File: src/rtl/pipe_pkg.sv
// Types and constants shared by the fetch/decode pipeline stages.
package pipe_pkg;

  typedef enum logic [1:0] {
    EMPTY = 2'd0,
    BUSY  = 2'd1,
    FULL  = 2'd2
  } skid_state_e;

  localparam logic [31:0] RV_NOP = 32'h0000_0013;  // ADDI x0,x0,0

  typedef struct packed {
    logic [31:0] pc;
    logic [31:0] instr;
  } fetch_beat_t;

endpackage

File: src/rtl/pipe_skid_buf.sv
// Generic two-entry skid buffer: registered in_ready, full throughput, synchronous flush.
module pipe_skid_buf
  import pipe_pkg::*;
#(
  parameter int W = 64
) (
  input  logic         clk,
  input  logic         rst_n,
  input  logic         flush,
  input  logic         in_valid,
  output logic         in_ready,
  input  logic [W-1:0] in_data,
  output logic         out_valid,
  input  logic         out_ready,
  output logic [W-1:0] out_data
);

  skid_state_e  state_r, state_nx_s;
  logic [W-1:0] main_r, main_nx_s;
  logic [W-1:0] skid_r, skid_nx_s;
  logic         in_ready_r;
  logic         out_valid_r;
  logic         accept_s;
  logic         drain_s;

  assign accept_s  = in_valid & in_ready_r;
  assign drain_s   = out_valid_r & out_ready;
  assign in_ready  = in_ready_r;
  assign out_valid = out_valid_r;
  assign out_data  = main_r;

  // Next-state and entry movement; flush overrides every handshake event.
  always_comb begin
    state_nx_s = state_r;
    main_nx_s  = main_r;
    skid_nx_s  = skid_r;
    if (flush) begin
      state_nx_s = EMPTY;
    end else begin
      case (state_r)
        EMPTY: begin
          if (accept_s) begin
            main_nx_s  = in_data;
            state_nx_s = BUSY;
          end else begin
            state_nx_s = EMPTY;
          end
        end
        BUSY: begin
          if (accept_s && drain_s) begin
            main_nx_s = in_data;
          end else if (accept_s) begin
            skid_nx_s  = in_data;
            state_nx_s = FULL;
          end else if (drain_s) begin
            state_nx_s = EMPTY;
          end else begin
            state_nx_s = BUSY;
          end
        end
        FULL: begin
          if (drain_s) begin
            main_nx_s  = skid_r;
            state_nx_s = BUSY;
          end else begin
            state_nx_s = FULL;
          end
        end
        default: begin
          state_nx_s = EMPTY;
        end
      endcase
    end
  end

  // State and handshake flags are registered so nothing combinational reaches fetch.
  always_ff @(posedge clk or negedge rst_n) begin
    if (!rst_n) begin
      state_r     <= EMPTY;
      main_r      <= '0;
      skid_r      <= '0;
      in_ready_r  <= 1'b1;
      out_valid_r <= 1'b0;
    end else begin
      state_r     <= state_nx_s;
      main_r      <= main_nx_s;
      skid_r      <= skid_nx_s;
      in_ready_r  <= (state_nx_s != FULL);
      out_valid_r <= (state_nx_s != EMPTY);
    end
  end

endmodule

File: src/rtl/if_id_skid_stage.sv
// IF/ID stage register: skid-buffered PC/instruction with flush, NOP/RESET_PC shown when idle.
module if_id_skid_stage
  import pipe_pkg::*;
#(
  parameter int          PC_W      = 32,
  parameter int          INSTR_W   = 32,
  parameter logic [31:0] NOP_INSTR = RV_NOP,
  parameter logic [31:0] RESET_PC  = 32'h0000_0000
) (
  input  logic               clk,
  input  logic               rst_n,
  input  logic               flush,
  input  logic               in_valid,
  output logic               in_ready,
  input  logic [PC_W-1:0]    in_pc,
  input  logic [INSTR_W-1:0] in_instr,
  output logic               out_valid,
  input  logic               out_ready,
  output logic [PC_W-1:0]    out_pc,
  output logic [INSTR_W-1:0] out_instr
);

  localparam int                 PAY_W   = PC_W + INSTR_W;
  localparam logic [INSTR_W-1:0] IDLE_INSTR = INSTR_W'(NOP_INSTR);
  localparam logic [PC_W-1:0]    IDLE_PC    = PC_W'(RESET_PC);

  logic [PAY_W-1:0] pay_in_s;
  logic [PAY_W-1:0] pay_out_s;
  logic             buf_valid_s;

  assign pay_in_s = {in_pc, in_instr};

  pipe_skid_buf #(
    .W (PAY_W)
  ) u_skid (
    .clk       (clk),
    .rst_n     (rst_n),
    .flush     (flush),
    .in_valid  (in_valid),
    .in_ready  (in_ready),
    .in_data   (pay_in_s),
    .out_valid (buf_valid_s),
    .out_ready (out_ready),
    .out_data  (pay_out_s)
  );

  // Stale payload is never visible: an empty stage presents a NOP bubble.
  assign out_valid = buf_valid_s;
  assign out_pc    = buf_valid_s ? pay_out_s[PAY_W-1 -: PC_W] : IDLE_PC;
  assign out_instr = buf_valid_s ? pay_out_s[INSTR_W-1:0]     : IDLE_INSTR;

endmodule

File: config.mk
export PLATFORM = sky130hd
export DESIGN_NAME = if_id_skid_stage
export DESIGN_NICKNAME = d
export VERILOG_FILES = /design/src/rtl/pipe_pkg.sv /design/src/rtl/pipe_skid_buf.sv /design/src/rtl/if_id_skid_stage.sv
export SDC_FILE = /design/constraint.sdc
export NUM_CORES = 1
export LEC_CHECK = 0
export CELL_PAD_IN_SITES_DETAIL_PLACEMENT = 1
export CELL_PAD_IN_SITES_GLOBAL_PLACEMENT = 2
export CORE_UTILIZATION = 29
export CTS_CLUSTER_SIZE = 10
export DETAILED_ROUTE_END_ITERATION = 16
export PLACE_DENSITY = 0.75
export SLEW_MARGIN = 25
export SYNTH_ARGS = -nofsm -noshare
export SYNTH_HDL_FRONTEND = slang
export SYNTH_SLANG_ARGS = --single-unit
File: constraint.sdc
create_clock -name clk -period 3.1 [get_ports clk]
set_clock_uncertainty 0.1 [all_clocks]
set_input_delay 0.62 -clock clk [delete_from_list [all_inputs] [get_ports clk]]
set_output_delay 0.62 -clock clk [all_outputs]
set_load 0.05 [all_outputs]
==> run metrics <==
Max-Cap Viols=0; Slowest cell on crit path=clkdlybuf4s50_1; drt via density=5.02; Max H-tree Level=4; drt wl/cell=19.2 um; vias in the first global route=4681; Ports=135; overall routing resource usage=16.9%; hpwl dp=10300 um; R2R Path Start=u_skid.out_valid; Hold Buf Count CTS=0; Reg2Reg Capture Point=u_skid.out_data[19]; P&R area growth vs syn=36.8%; FF+latch area=3310 um2; clock tree buffer depth=2; Buf+Inv Stages, Crit Path=1; slew margin rel.=54.9%; Hold Fails Final Rpt=0; largest net degree at the start of global routing=58; core area=19600 um2; postcts setup bufs=0; Area contributors post-synth=dfrtp_1 (56%), mux2_2 (12%), a2bb2oi_1 (9.2%); Yosys top cell by area=dfrtp_1; HP Class=in2async; RSZ-0062 raised after global routing=false; Final Net Count=643; status=complete, no violations; PD cells=928 nW/um2; Synth Register Bits=132; Seq/Total Area, Yosys=56.8%; area of the mapped netlist=5820 um2; WHS=0.0308 ns; Critical Path Start Type=register; Yosys warnings=0; Final Wtd Congestion=0.751; Worst EP required=2.38 ns; global route overflow=0; detailed-route via count=4275; Final Cycle Share=95.6%; Multi-input gate area=2270 um2; post-route minimum period=2.96 ns; chip height=144 um; Yosys cell types=26; Initial Util=29.7%; CTS-repair resized insts=0; CTS buffer count=17; TritonCTS Sinks=132; Die X=144 um; TritonRoute pass-1 iters=4; syn nets=516; antenna viol nets, final=0; Crit Path Category=reg2out; Worst-Skew Late Latency=0.42 ns; CTS root buffer=clkbuf_16; WP data arrival=2.24 ns; R2R setup slack=0.74 ns; Starting DRT DRC Count=181; CTS tree=yes; leakage=3.29 nW; final count of negative-setup-slack endpoints=0; crit path max fanout=32; top cell type's share of synthesized area=56.3%; Max Fclk=0.337 GHz; Mapped Avg Cell Area=13.0 um2; maximum vdd drop=0.395 mV; initial antenna violation count=0; post-route setup TNS=0 ns; CP top delay family=buffers and inverters; FILL cells=2104; first-pass GRT wire length=26300 um; total die area=20600 um2; drt total wl=16400 um; CP Depth=2; critical path capture point type=output pin; Worst Setup SP=u_skid.out_valid; layout cells sized above 1=27.3%; Cell Rows=51; Worst-path clk slew=0.06 ns; worst path cell trace=and2_1 > clkdlybuf4s50_1; Cells after Synth=447; Max stage delay on crit path=0.83 ns; worst slew pin tran=0.675 ns; number of port buffers=134; final-report max-slew violation count=0; reg2reg path depth=5; DRC viols=0
[Yosys cell counts]
| master | instances |
|---|---|
| nand2_1 | 2 |
| buf_1 | 1 |
| a2bb2oi_1 | 61 |
| a21oi_1 | 1 |
| and2_1 | 61 |
| clkbuf_1 | 25 |
| o22ai_1 | 64 |
| dfrtp_1 | 131 |
| a21bo_2 | 1 |
| nand3b_4 | 1 |
| nand2b_1 | 4 |
| nor3_4 | 1 |
| a21o_1 | 1 |
| o21a_1 | 1 |
| a211oi_1 | 1 |
| a211oi_4 | 1 |
| buf_6 | 12 |
| nor2_1 | 1 |
| o31ai_1 | 1 |
| a2bb2oi_2 | 4 |
| inv_1 | 1 |
| a211o_1 | 2 |
| buf_2 | 3 |
| mux2_1 | 5 |
| dfstp_2 | 1 |
| mux2_2 | 60 |
[stage by stage]
step	setup slack [ns]	util (%)	instance area (um2)	power, mW	cells
floorplan	0.723	-	5820	4.43	447
detailed placement	0.332	37.3	7310	5.20	820
global route	0.0459	40.6	7960	7.77	851
finish	0.135	40.6	7960	7.38	852
CTS	0.115	40.6	7960	7.46	851
global placement	0.141	37.2	7280	5.06	819
[worst reg2reg max path: cells and delay by family, from the launching register on]
family                 cells  cell delay [ns]
DFF                        1             0.73
and+or+nand+nor            1             0.59
buffers and inverters      2             0.47
AOI/OAI and AO/OA          2             0.36
[logic make-up (layout without fill, tap and decap cells)]
| kind of cell | count (synthesis) | in the layout | synth area share [%] |
|---|---|---|---|
| AOI/OAI and AO/OA | 138 | 138 | 18.5 |
| DFF | 132 | 132 | 56.8 |
| and+or+nand+nor | 70 | 70 | 7.80 |
| muxes | 65 | 65 | 12.6 |
| buffers and inverters | 42 | 181 | 4.32 |
| other | 0 | 1 | 0 |
[registers in the layout, indices dropped and copies added (netlist names)]
| name | flops |
|---|---|
| u_skid.state_r | 2 |
| u_skid.out_data | 64 |
| u_skid.skid_r | 64 |
| u_skid.in_ready | 1 |
| u_skid.out_valid | 1 |
[worst max path at each step]
stage / to / slack (ns)
finish: out_pc[19] / 0.14
CTS: out_instr[4] / 0.11
floorplan: out_instr[10] / 0.72
global route: out_instr[4] / 0.05
detailed placement: u_skid.out_data[19] / 0.33
global placement: u_skid.out_data[3] / 0.14
[layer usage]
| layer | up-vias | share of wire [%] | global-route usage [%] |
|---|---|---|---|
| met4 | 0 | 1.2 | 6.33 |
| met3 | 13 | 4.9 | 4.33 |
| li1 | 1930 | - | - |
| met2 | 115 | 48 | 27.0 |
| met5 | - | 0 | 0 |
| met1 | 2217 | 46 | 22.0 |
[report_power, final]
part / switching (mW) / internal (mW) / total [mW] / leakage (nW)
Sequential: 0.429 / 2.48 / 2.91 / 1.53
Clock: 0.777 / 1.44 / 2.22 / 0.312
Combinational: 1.18 / 1.07 / 2.26 / 1.45
Total: 2.39 / 4.99 / 7.38 / 3.29
[cells in the final DEF, fill, tap and decap left out, types with 3 or more instances in the layout]
cell             count
clkinv_2             3
nand2b_1             3
clkdlybuf4s50_1     92
buf_4               53
dfrtp_1            130
and2_1              61
a2bb2oi_1           61
o22ai_1             64
a2bb2oi_2            4
bufinv_16            5
mux2_1               5
mux2_2              60
clkbuf_16           17
[final cells by class]
| class | instances | share of cell area [%] |
|---|---|---|
| Clock buffer | 18 | 5.52 |
| Clock inverter | 13 | 2.59 |
| Multi-Input combinational cell | 273 | 28.6 |
| Antenna cell | 1 | 0.0314 |
| Inverter | 1 | 0.0472 |
| Timing Repair Buffer | 149 | 17.6 |
| Tap cell | 265 | 4.17 |
| Sequential cell | 132 | 41.5 |
(Power assumes the default switching activity.)
